File: config.mk
export PLATFORM = sky130hd
export DESIGN_NAME = bus_bit_connect_ctrl
export DESIGN_NICKNAME = d
export VERILOG_FILES = /design/src/rtl/bus_conn_pkg.sv /design/src/rtl/bus_bit_walker.sv /design/src/rtl/bus_bit_connect_ctrl.sv
export SDC_FILE = /design/constraint.sdc
export NUM_CORES = 1
export LEC_CHECK = 0
export BUFFER_PORTS_ARGS = -buffer_cell sky130_fd_sc_hd__buf_2
export CAP_MARGIN = 15
export CORE_UTILIZATION = 61
export CTS_BUF_LIST = sky130_fd_sc_hd__clkbuf_4 sky130_fd_sc_hd__clkbuf_8
export CTS_CLUSTER_SIZE = 8
export DETAILED_ROUTE_END_ITERATION = 10
export PLACE_DENSITY = 0.95
export SYNTH_ARGS = -nofsm -noshare
export SYNTH_HDL_FRONTEND = slang
export SYNTH_SLANG_ARGS = --single-unit
File: constraint.sdc
create_clock -name clk -period 6.2 [get_ports clk]
set_input_delay 0.31 -clock clk [delete_from_list [all_inputs] [get_ports clk]]
set_output_delay 0.31 -clock clk [all_outputs]
set_load 0.02 [all_outputs]
File: src/rtl/bus_conn_pkg.sv
// Shared types and helpers for the bus-range to per-bit connection sequencer.
// Holds the controller state enum, the per-bit command bundle and range math.
package bus_conn_pkg;

  localparam int TERM_ID_W_D = 8;
  localparam int NET_ID_W_D  = 8;
  localparam int IDX_W_D     = 6;

  typedef enum logic [1:0] {
    ST_IDLE,
    ST_RUN,
    ST_DONE
  } state_e;

  typedef struct packed {
    logic [TERM_ID_W_D-1:0] term;
    logic [IDX_W_D-1:0]     term_bit;
    logic [NET_ID_W_D-1:0]  net;
    logic [IDX_W_D-1:0]     net_bit;
    logic                   connect;
    logic                   last;
  } cmd_t;

  localparam logic [IDX_W_D:0] W_ONE = 1;

  // Number of bits in [msb:lsb], either direction (1..2^IDX_W).
  function automatic logic [IDX_W_D:0] range_width(
    input logic [IDX_W_D-1:0] msb,
    input logic [IDX_W_D-1:0] lsb
  );
    logic [IDX_W_D-1:0] span;
    span = (msb >= lsb) ? (msb - lsb) : (lsb - msb);
    return {1'b0, span} + W_ONE;
  endfunction

  // Highest net bit touched lands past the top index.
  function automatic logic range_ovf(
    input logic [IDX_W_D-1:0] base,
    input logic [IDX_W_D:0]   width
  );
    logic [IDX_W_D:0] top;
    top = {1'b0, base} + width - W_ONE;
    return top[IDX_W_D];
  endfunction

endpackage

File: src/rtl/bus_bit_walker.sv
// Bit-position walker: steps k from 0 to span, producing term/net bit indices.
// Ports: load/advance controls, range bounds in, term_bit/net_bit/last out.
module bus_bit_walker #(
  parameter int IDX_W = 6
) (
  input  logic             clk,
  input  logic             rst_n,
  input  logic             load,
  input  logic             advance,
  input  logic [IDX_W-1:0] ld_msb,
  input  logic [IDX_W-1:0] ld_lsb,
  input  logic [IDX_W-1:0] ld_base,
  output logic [IDX_W-1:0] term_bit,
  output logic [IDX_W-1:0] net_bit,
  output logic             last
);

  localparam logic [IDX_W-1:0] K_ONE = 1;

  logic [IDX_W-1:0] k_q, k_d;
  logic [IDX_W-1:0] span_q, span_d;
  logic [IDX_W-1:0] msb_q, msb_d;
  logic [IDX_W-1:0] base_q, base_d;
  logic             desc_q, desc_d;

  always_comb begin
    k_d    = k_q;
    span_d = span_q;
    msb_d  = msb_q;
    base_d = base_q;
    desc_d = desc_q;
    if (load) begin
      desc_d = (ld_msb >= ld_lsb);
      msb_d  = ld_msb;
      base_d = ld_base;
      span_d = desc_d ? (ld_msb - ld_lsb)
                      : (ld_lsb - ld_msb);
      k_d    = '0;
    end else if (advance && (k_q != span_q)) begin
      k_d = k_q + K_ONE;
    end
  end

  always_ff @(posedge clk or negedge rst_n) begin
    if (!rst_n) begin
      k_q    <= '0;
      span_q <= '0;
      msb_q  <= '0;
      base_q <= '0;
      desc_q <= 1'b0;
    end else begin
      k_q    <= k_d;
      span_q <= span_d;
      msb_q  <= msb_d;
      base_q <= base_d;
      desc_q <= desc_d;
    end
  end

  // msb pairs with the highest net bit, so net walks down as k rises.
  assign term_bit = desc_q ? (msb_q - k_q) : (msb_q + k_q);
  assign net_bit  = base_q + (span_q - k_q);
  assign last     = (k_q == span_q);

endmodule

File: src/rtl/bus_bit_connect_ctrl.sv
// Expands one term[msb:lsb] -> net[base..] request into per-bit commands.
// Ports: req_* handshake in, cmd_* handshake out, abort, done_* pulse out.
module bus_bit_connect_ctrl #(
  parameter int TERM_ID_W = 8,
  parameter int NET_ID_W  = 8,
  parameter int IDX_W     = 6
) (
  input  logic                 clk,
  input  logic                 rst_n,
  input  logic                 req_valid,
  output logic                 req_ready,
  input  logic [TERM_ID_W-1:0] req_term,
  input  logic [IDX_W-1:0]     req_msb,
  input  logic [IDX_W-1:0]     req_lsb,
  input  logic [NET_ID_W-1:0]  req_net,
  input  logic [IDX_W-1:0]     req_net_base,
  input  logic                 req_connect,
  input  logic                 abort,
  output logic                 cmd_valid,
  input  logic                 cmd_ready,
  output logic [TERM_ID_W-1:0] cmd_term,
  output logic [IDX_W-1:0]     cmd_term_bit,
  output logic [NET_ID_W-1:0]  cmd_net,
  output logic [IDX_W-1:0]     cmd_net_bit,
  output logic                 cmd_connect,
  output logic                 cmd_last,
  output logic                 done_valid,
  output logic                 done_err,
  output logic                 done_aborted,
  output logic [IDX_W:0]       done_count
);

  import bus_conn_pkg::*;

  localparam logic [IDX_W:0] C_ONE = 1;

  state_e               state_q, state_d;
  logic [TERM_ID_W-1:0] term_q, term_d;
  logic [NET_ID_W-1:0]  net_q, net_d;
  logic                 conn_q, conn_d;
  logic                 abort_q, abort_d;
  logic                 err_q, err_d;
  logic                 abrt_q, abrt_d;
  logic [IDX_W:0]       cnt_q, cnt_d;

  logic [IDX_W:0]   req_width;
  logic             req_ovf;
  logic             load;
  logic             advance;
  logic [IDX_W-1:0] w_term_bit;
  logic [IDX_W-1:0] w_net_bit;
  logic             w_last;
  logic             stop_req;
  cmd_t             cmd;

  assign req_width = range_width(req_msb, req_lsb);
  assign req_ovf   = range_ovf(req_net_base, req_width);

  bus_bit_walker #(
    .IDX_W (IDX_W)
  ) u_walker (
    .clk      (clk),
    .rst_n    (rst_n),
    .load     (load),
    .advance  (advance),
    .ld_msb   (req_msb),
    .ld_lsb   (req_lsb),
    .ld_base  (req_net_base),
    .term_bit (w_term_bit),
    .net_bit  (w_net_bit),
    .last     (w_last)
  );

  // Abort raised in the same cycle as a handshake still counts.
  assign stop_req = abort_q | abort;

  always_comb begin
    state_d = state_q;
    term_d  = term_q;
    net_d   = net_q;
    conn_d  = conn_q;
    abort_d = abort_q;
    err_d   = err_q;
    abrt_d  = abrt_q;
    cnt_d   = cnt_q;
    load    = 1'b0;
    advance = 1'b0;
    unique case (state_q)
      ST_IDLE: begin
        abort_d = 1'b0;
        if (req_valid) begin
          term_d = req_term;
          net_d  = req_net;
          conn_d = req_connect;
          cnt_d  = '0;
          abrt_d = 1'b0;
          err_d  = req_ovf;
          if (req_ovf) begin
            state_d = ST_DONE;
          end else begin
            load    = 1'b1;
            state_d = ST_RUN;
          end
        end
      end
      ST_RUN: begin
        abort_d = stop_req;
        if (cmd_ready) begin
          advance = 1'b1;
          cnt_d   = cnt_q + C_ONE;
          if (w_last) begin
            state_d = ST_DONE;
          end else if (stop_req) begin
            abrt_d  = 1'b1;
            state_d = ST_DONE;
          end
        end
      end
      ST_DONE: begin
        abort_d = 1'b0;
        state_d = ST_IDLE;
      end
      default: begin
        state_d = ST_IDLE;
      end
    endcase
  end

  always_ff @(posedge clk or negedge rst_n) begin
    if (!rst_n) begin
      state_q <= ST_IDLE;
      term_q  <= '0;
      net_q   <= '0;
      conn_q  <= 1'b0;
      abort_q <= 1'b0;
      err_q   <= 1'b0;
      abrt_q  <= 1'b0;
      cnt_q   <= '0;
    end else begin
      state_q <= state_d;
      term_q  <= term_d;
      net_q   <= net_d;
      conn_q  <= conn_d;
      abort_q <= abort_d;
      err_q   <= err_d;
      abrt_q  <= abrt_d;
      cnt_q   <= cnt_d;
    end
  end

  // Command fields read as zero whenever no command is offered.
  always_comb begin
    cmd = '0;
    if (state_q == ST_RUN) begin
      cmd.term     = term_q;
      cmd.term_bit = w_term_bit;
      cmd.net      = net_q;
      cmd.net_bit  = w_net_bit;
      cmd.connect  = conn_q;
      cmd.last     = w_last;
    end
  end

  assign req_ready    = (state_q == ST_IDLE);
  assign cmd_valid    = (state_q == ST_RUN);
  assign cmd_term     = cmd.term;
  assign cmd_term_bit = cmd.term_bit;
  assign cmd_net      = cmd.net;
  assign cmd_net_bit  = cmd.net_bit;
  assign cmd_connect  = cmd.connect;
  assign cmd_last     = cmd.last;

  assign done_valid   = (state_q == ST_DONE);
  assign done_err     = done_valid & err_q;
  assign done_aborted = done_valid & abrt_q;
  assign done_count   = done_valid ? cnt_q : '0;

endmodule

==> reports/metrics.yaml, run 1 <==
detailed_routing:
  drtAntennaViolNets: 0
  drtIter0Drc: 254
  vias: 3074
  wl_per_cell_microns: 15.2
  first_pass_iters: 4
  routed_wl_microns: 8260
  viasPerCell: 5.64
  remaining_drc_errors: 0
timing:
  worst_pin_slew_ns: 0.656
  fin_crit_ns: 3.54
  final.setup.tns_ns: 0
  min_period_over_period: 0.572
  slew_headroom: 0.563
  fin_worst_skew_ns: 0.0131
  rsz0062_at_grt: "no"
  fin_ws_ns: 2.66
  max_freq_ghz: 0.282
  setup_violations: 0
  hold_viol: 0
  slew_violations: 0
floorplan:
  io_pins: 82
  die_h_microns: 80.6
  core_area_sq_um: 5920
  die_area_sq_um: 6490
  initial_utilization: 0.636
  die_width_microns: 80.6
  rows: 28
setup_path:
  crit_chain: "buf_2 -> inv_1 -> ha_1 -> inv_1 -> fa_1 -> a21oi_1 -> o221ai_4 -> a311oi_2 -> nor2_1 -> xor2_1 -> ha_1 -> a21oi_1 -> nand3b_1 -> or4_1 -> nand3_1"
  slowest_stage: "or4_1"
  max_stage_delay_ns: 0.57
  critPathCaptureType: "flop"
  cp-endpoint: "u_walker.span_q[5]$_DFFE_PN0P_"
  cp_max_fo: 17
  rr_startpoint: "state_q[1]$_DFFE_PN0P_"
  cp.required_ns: 6.45
  worst_setup_path_start_kind: "input pin"
  worstPathArrival_ns: 3.79
  reg2reg_depth: 5
  cp-startpoint: "req_msb[0]"
  worstSetupPathType: "in2reg"
  reg2reg_to: "u_walker.span_q[2]$_DFFE_PN0P_"
  regToRegSetupSlack_ns: 4.05
cts:
  cts_hold_buf: 0
  clock_sinks: 54
  cts_resized: 0
  h-tree-depth: 2
  cts_tree: "built"
  cts_setup_buffers: 0
  cts-root-buf: "clkbuf_8"
  clock_latency_ns: 0.31
  clk_pin_slew_ns: 0.10
  clockBufferDepth: 2
  cts_buffers: 5
power_and_ir_drop:
  total_power_mw: 2.19
  p_leak_nw: 2.22
  peakVddDrop_v: 0.000374
  p_per_area_nw_per_um2: 511
grt:
  overflow: 0
  antenna_found_initial: 0
  grt_max_degree: 55
  grt_pass1_vias: 2978
  track_usage: 0.278
  grt_pass1_wl_microns: 13700
final_layout:
  drive_gt1_frac: 0.264
  layout_commonest_cell: "buf_2"
  final_area_sq_um: 4290
  fillerInstances: 381
  area.growth.synth_to_final_pct: 14.0
  antenna_cells: 0
  mostFrequentLayoutCells: "buf_2 (81), dfrtp_1 (54), inv_1 (41)"
  finalNetCount: 548
logic_synthesis:
  synthesis.nets: 473
  synth_seq_cells: 54
  synth_cell_types: 48
  synth-edff-count: 0
  yosys_warnings: 0
  syn_area_sq_um: 3760
  synth_flop_cell: "dfrtp_1"
  postSynthAreaPerCell_sq_um: 9.53
  async_flop_share: 1.00
  synthCells: 395
  yosysSeqAreaShare: 0.359
placement:
  place_ws_ns: 2.39
  portBuffers: 81
  dpl-instance-area_sq_um: 4210
  dp_hpwl_microns: 6340
  gp_congestion: 1.04
status:
  status: "complete, no violations"
min_path:
  hold_path.class: "in2async"
flow_run:
  maxCapViolations: 0
==> worst min path at each step <==
| stage | start | endpoint | slack, ns | cells past startpoint |
|---|---|---|---|---|
| 2_1_floorplan | rst_n | abort_q$_DFFE_PN0P_ | 0.01 | 0 |
| 4_1_cts | rst_n | cnt_q[6]$_DFFE_PN0P_ | 0.12 | 2 |
| 3_3_place_gp | rst_n | cnt_q[6]$_DFFE_PN0P_ | 0.46 | 2 |
| 3_5_place_dp | rst_n | cnt_q[6]$_DFFE_PN0P_ | 0.47 | 2 |
| 6_report | rst_n | cnt_q[4]$_DFFE_PN0P_ | 0.09 | 2 |
| 5_1_grt | rst_n | cnt_q[6]$_DFFE_PN0P_ | 0.16 | 2 |
==> area by class of cell <==
cell class / instances / area, sq um / share of cell area
Tap cell: 75 / 93.8 / 0.0219
Multi-Input combinational cell: 283 / 2170 / 0.506
Inverter: 42 / 163 / 0.0379
Sequential cell: 54 / 1350 / 0.315
Clock inverter: 2 / 13.8 / 0.00321
Clock buffer: 5 / 68.8 / 0.0160
Timing Repair Buffer: 84 / 428 / 0.0998
==> Yosys cell counts, drive strengths merged (3+ instances only) <==
library cell | number | area, sq um
nor3 | 3 | 15.0
nand4 | 5 | 37.5
o221ai | 3 | 43.8
inv | 41 | 154
fa | 8 | 160
buf | 8 | 46.3
ha | 30 | 375
nor2b | 4 | 25.0
xor2 | 10 | 87.6
and2 | 29 | 181
o21a | 4 | 30.0
nor2 | 27 | 101
dfrtp | 54 | 1350
nand2 | 37 | 139
mux2 | 22 | 248
o21ai | 22 | 110
a21oi | 20 | 104
a21o | 9 | 67.6
nand3 | 4 | 20.0
clkbuf | 8 | 32.5
xnor2 | 17 | 149
mux2i | 5 | 50.1
==> per-stage QoR <==
step	cells	utilization	hold WS [ns]
floorplan	395	-	0.0144
global placement	538	0.710	0.464
detailed placement	538	0.710	0.467
CTS	545	0.724	0.118
global route	545	0.724	0.157
finish	545	0.724	0.0904
==> logic make-up (layout without fill, tap and decap cells) <==
| group | after synthesis | after routing | synth area share |
|---|---|---|---|
| fa+ha+maj | 38 | 38 | 0.142 |
| xor+xnor | 27 | 27 | 0.0628 |
| flops | 54 | 54 | 0.359 |
| simple gates | 121 | 121 | 0.168 |
| compound gates | 70 | 70 | 0.125 |
| mux | 27 | 27 | 0.0791 |
| buf+inv | 58 | 133 | 0.0642 |
==> metal layers <==
layer	routed length, microns	up-vias	GRT usage	part of all wire
met1	3350	1467	0.352	0.41
met4	262	0	0.141	0.032
met2	4150	124	0.455	0.50
li1	-	1457	-	-
met5	0	-	0	0
met3	504	26	0.0466	0.061
==> power by group <==
part	switching, mW	leakage (nW)	internal [mW]	total, mW
registers	0.120	0.674	0.497	0.617
clock network	0.117	0.0444	0.0784	0.195
logic	0.791	1.51	0.590	1.38
==> critical path, delay by kind of cell <==
kind,cells,cell delay (ns)
and+or+nand+nor,4,1.22
buffers and inverters,3,0.23
AOI/OAI and AO/OA,4,0.98
adders and majority gates,3,0.88
xor gates and xnor gates,1,0.16
==> flip-flops by register name, summed over array words and instances, names as in the netlist <==
| name | cells |
|---|---|
| cnt_q | 7 |
| abort_q | 1 |
| u_walker.msb_q | 6 |
| conn_q | 1 |
| err_q | 1 |
| u_walker.k_q | 6 |
| u_walker.span_q | 6 |
| net_q | 8 |
| abrt_q | 1 |
| u_walker.base_q | 6 |
| term_q | 8 |
| u_walker.desc_q | 1 |
| state_q | 2 |
No activity file was read; power rests on OpenSTA's default activity.
==> inputs of run 2 (changes only) <==
--- a/config.mk
+++ b/config.mk
@@ -7,11 +7,11 @@
 export LEC_CHECK = 0
 export BUFFER_PORTS_ARGS = -buffer_cell sky130_fd_sc_hd__buf_2
 export CAP_MARGIN = 15
-export CORE_UTILIZATION = 61
+export CORE_UTILIZATION = 51
 export CTS_BUF_LIST = sky130_fd_sc_hd__clkbuf_4 sky130_fd_sc_hd__clkbuf_8
 export CTS_CLUSTER_SIZE = 8
 export DETAILED_ROUTE_END_ITERATION = 10
-export PLACE_DENSITY = 0.95
+export PLACE_DENSITY = 0.9
 export SYNTH_ARGS = -nofsm -noshare
 export SYNTH_HDL_FRONTEND = slang
 export SYNTH_SLANG_ARGS = --single-unit
==> constraint.sdc (replaced) <==
create_clock -name clk -period 3.2 [get_ports clk]
set_input_delay 0.16 -clock clk [delete_from_list [all_inputs] [get_ports clk]]
set_output_delay 0.16 -clock clk [all_outputs]
set_load 0.02 [all_outputs]
==> reports/metrics.yaml, run 2 (same netlist as run 1, synthesis figures left out) <==
min_path:
  hold_start: "req_net[1]"
  hold_path.class: "in2reg"  # was in2async
  min_to: "net_q[1]$_DFFE_PN0P_"
  hold_depth: 2
final_layout:
  drive_gt1_frac: 0.285  # was 0.264
  mostFrequentLayoutCells: "buf_2 (81), dfrtp_1 (52), inv_1 (41)"  # was buf_2 (81), dfrtp_1 (54), inv_1 (41)
  finalNetCount: 557  # was 548
  antenna_cells: 0  # unchanged
  layout_commonest_cell: "buf_2"  # unchanged
  area.growth.synth_to_final_pct: 18.3  # was 14.0%
  reg_top3: "net_q: 8 flops, term_q: 8 flops, cnt_q: 7 flops"  # unchanged
  final_cell_count_no_fill: 576  # was 545
setup_path:
  slowest_stage: "fa_1"  # was or4_1
  rr_startpoint: "state_q[1]$_DFFE_PN0P_"  # unchanged
  worst_setup_path_start_kind: "input pin"  # unchanged
  cpLargestDelayFamily: "compound AO/OA/AOI/OAI gates"  # was simple AND/OR/NAND/NOR gates
  max_stage_delay_ns: 0.40  # was 0.57 ns
  cp.required_ns: 3.42  # was 6.45 ns
  critPathCaptureType: "flop"  # unchanged
  worstSetupPathType: "in2reg"  # unchanged
  crit_chain: "buf_2 -> inv_1 -> ha_1 -> inv_1 -> fa_1 -> a21oi_1 -> o221ai_4 -> a311oi_4 -> nor2_1 -> xor2_1 -> ha_1 -> a21oi_1 -> nor3b_4 -> buf_4 -> nand2_1 -> o21ai_0"  # was buf_2 -> inv_1 -> ha_1 -> inv_1 -> fa_1 -> a21oi_1 -> o221ai_4 -> a311oi_2 -> nor2_1 -> xor2_1 -> ha_1 -> a21oi_1 -> nand3b_1 -> or4_1 -> nand3_1
  cp_max_fo: 13  # was 17
  worstPathArrival_ns: 3.30  # was 3.79 ns
  reg2reg_depth: 6  # was 5
  regToRegSetupSlack_ns: 1.16  # was 4.05 ns
  reg2reg_to: "u_walker.k_q[5]$_DFFE_PN0P_"  # was u_walker.span_q[2]$_DFFE_PN0P_
  timing.critical_path.buf_inv: 4  # was 3
placement:
  portBuffers: 81  # unchanged
  dp.cells: 567  # was 538
  dp_hpwl_microns: 6770  # was 6340 microns
  gp_congestion: 0.904  # was 1.04
cts:
  clk_pin_slew_ns: 0.11  # was 0.10 ns
  clockBufferDepth: 2  # unchanged
  h-tree-depth: 2  # unchanged
  cts_buffers: 5  # unchanged
  clock_sinks: 54  # unchanged
  cts_tree: "built"  # unchanged
  cts_setup_buffers: 0  # unchanged
  cts-root-buf: "clkbuf_8"  # unchanged
  clock_latency_ns: 0.31  # about the same
detailed_routing:
  viasPerCell: 5.41  # was 5.64
  routed_wl_microns: 8880  # was 8260 microns
  wl_per_cell_microns: 15.4  # was 15.2 microns
  drtIter0Drc: 233  # was 254
  first_pass_iters: 5  # was 4
  drtAntennaViolNets: 0  # unchanged
  remaining_drc_errors: 0  # unchanged
  vias: 3117  # was 3074
power_and_ir_drop:
  p_per_area_nw_per_um2: 1000  # was 511 nW/um^2
  peakVddDrop_v: 0.000375  # was 0.000374 V
  p_leak_nw: 2.28  # was 2.22 nW
grt:
  track_usage: 0.238  # was 0.278
  overflow: 0  # unchanged
  grt_pass1_wl_microns: 14100  # was 13700 microns
  grt_pass1_vias: 2971  # was 2978
  grt_max_degree: 34  # was 55
  antenna_found_initial: 0  # unchanged
floorplan:
  rows: 30  # was 28
  die_area_sq_um: 7730  # was 6490 sq um
  core_area_sq_um: 6940  # was 5920 sq um
  die_h_microns: 87.9  # was 80.6 microns
  initial_utilization: 0.542  # was 0.636
  io_pins: 82  # unchanged
  die_width_microns: 87.9  # was 80.6 microns
timing:
  max_freq_ghz: 0.324
  rsz0062_at_grt: "no"  # unchanged
  worst_pin_slew_ns: 0.756  # was 0.656 ns
  whs_ns: 0.0695  # was 0.0904 ns
  fin_worst_skew_ns: 0.0162  # was 0.0131 ns
  fin_crit_ns: 3.09
  slew_violations: 0  # unchanged
  hold_viol: 0  # unchanged
  slew_headroom: 0.496  # was 0.563
  setup_violations: 0  # unchanged
  min_period_over_period: 0.965
flow_run:
  maxCapViolations: 0  # unchanged
status:
  status: "complete, no violations"  # unchanged
[run 2: cell type report]
| type | instances | area, sq um |
|---|---|---|
| Timing Repair Buffer | 93 | 498 |
| Multi-Input combinational cell | 283 | 2200 |
| Sequential cell | 54 | 1350 |
| Fill cell | 534 | 2490 |
| Clock buffer | 6 | 82.6 |
| Tap cell | 96 | 120 |
| Inverter | 42 | 163 |
| Clock inverter | 2 | 38.8 |
[run 2: how the worst max path moves through the flow]
stage / cells after the start / start / slack (ns) / to
floorplan: 13 / req_msb[0] / 0.17 / u_walker.span_q[2]$_DFFE_PN0P_
global placement: 14 / req_msb[0] / 0.03 / u_walker.span_q[4]$_DFFE_PN0P_
detailed placement: 14 / req_msb[0] / -0.19 / u_walker.span_q[2]$_DFFE_PN0P_
CTS: 11 / u_walker.k_q[1]$_DFFE_PN0P_ / 0.002 / cmd_term_bit[5]
global route: 16 / req_msb[0] / 0.02 / u_walker.span_q[1]$_DFFE_PN0P_
finish: 16 / req_msb[0] / 0.11 / u_walker.span_q[1]$_DFFE_PN0P_
[run 2: metal layers]
metal	wire, microns	track usage
met3	431	0.0311
met2	4550	0.420
met4	164	0.0775
met5	0	0
met1	3730	0.303
[run 2: metrics by stage]
step	instance area, sq um	power [mW]	worst slack (ns)	util	setup TNS (ns)
global placement	4290	3.75	0.0297	0.618	0
CTS	4430	4.43	0.00223	0.637	0
global route	4450	4.84	0.0164	0.641	0
finish	4450	4.47	0.112	0.641	0
detailed placement	4290	3.92	-0.187	0.618	-2.83
floorplan	3760	3.19	0.168	-	0
[run 2: power breakdown]
| part | leakage, nW | internal (mW) | switching, mW |
|---|---|---|---|
| logic | 1.55 | 1.19 | 1.59 |
| clock network | 0.0618 | 0.258 | 0.229 |
| registers | 0.671 | 0.965 | 0.237 |
| total | 2.28 | 2.41 | 2.06 |
[run 2: timing repair]
item | CTS | global route
endpoints found under the setup margin | 1 | 19
gates resized for setup | 1 | 6
hold buffers | 1 | 0
hold endpoints to repair | 32 | 0
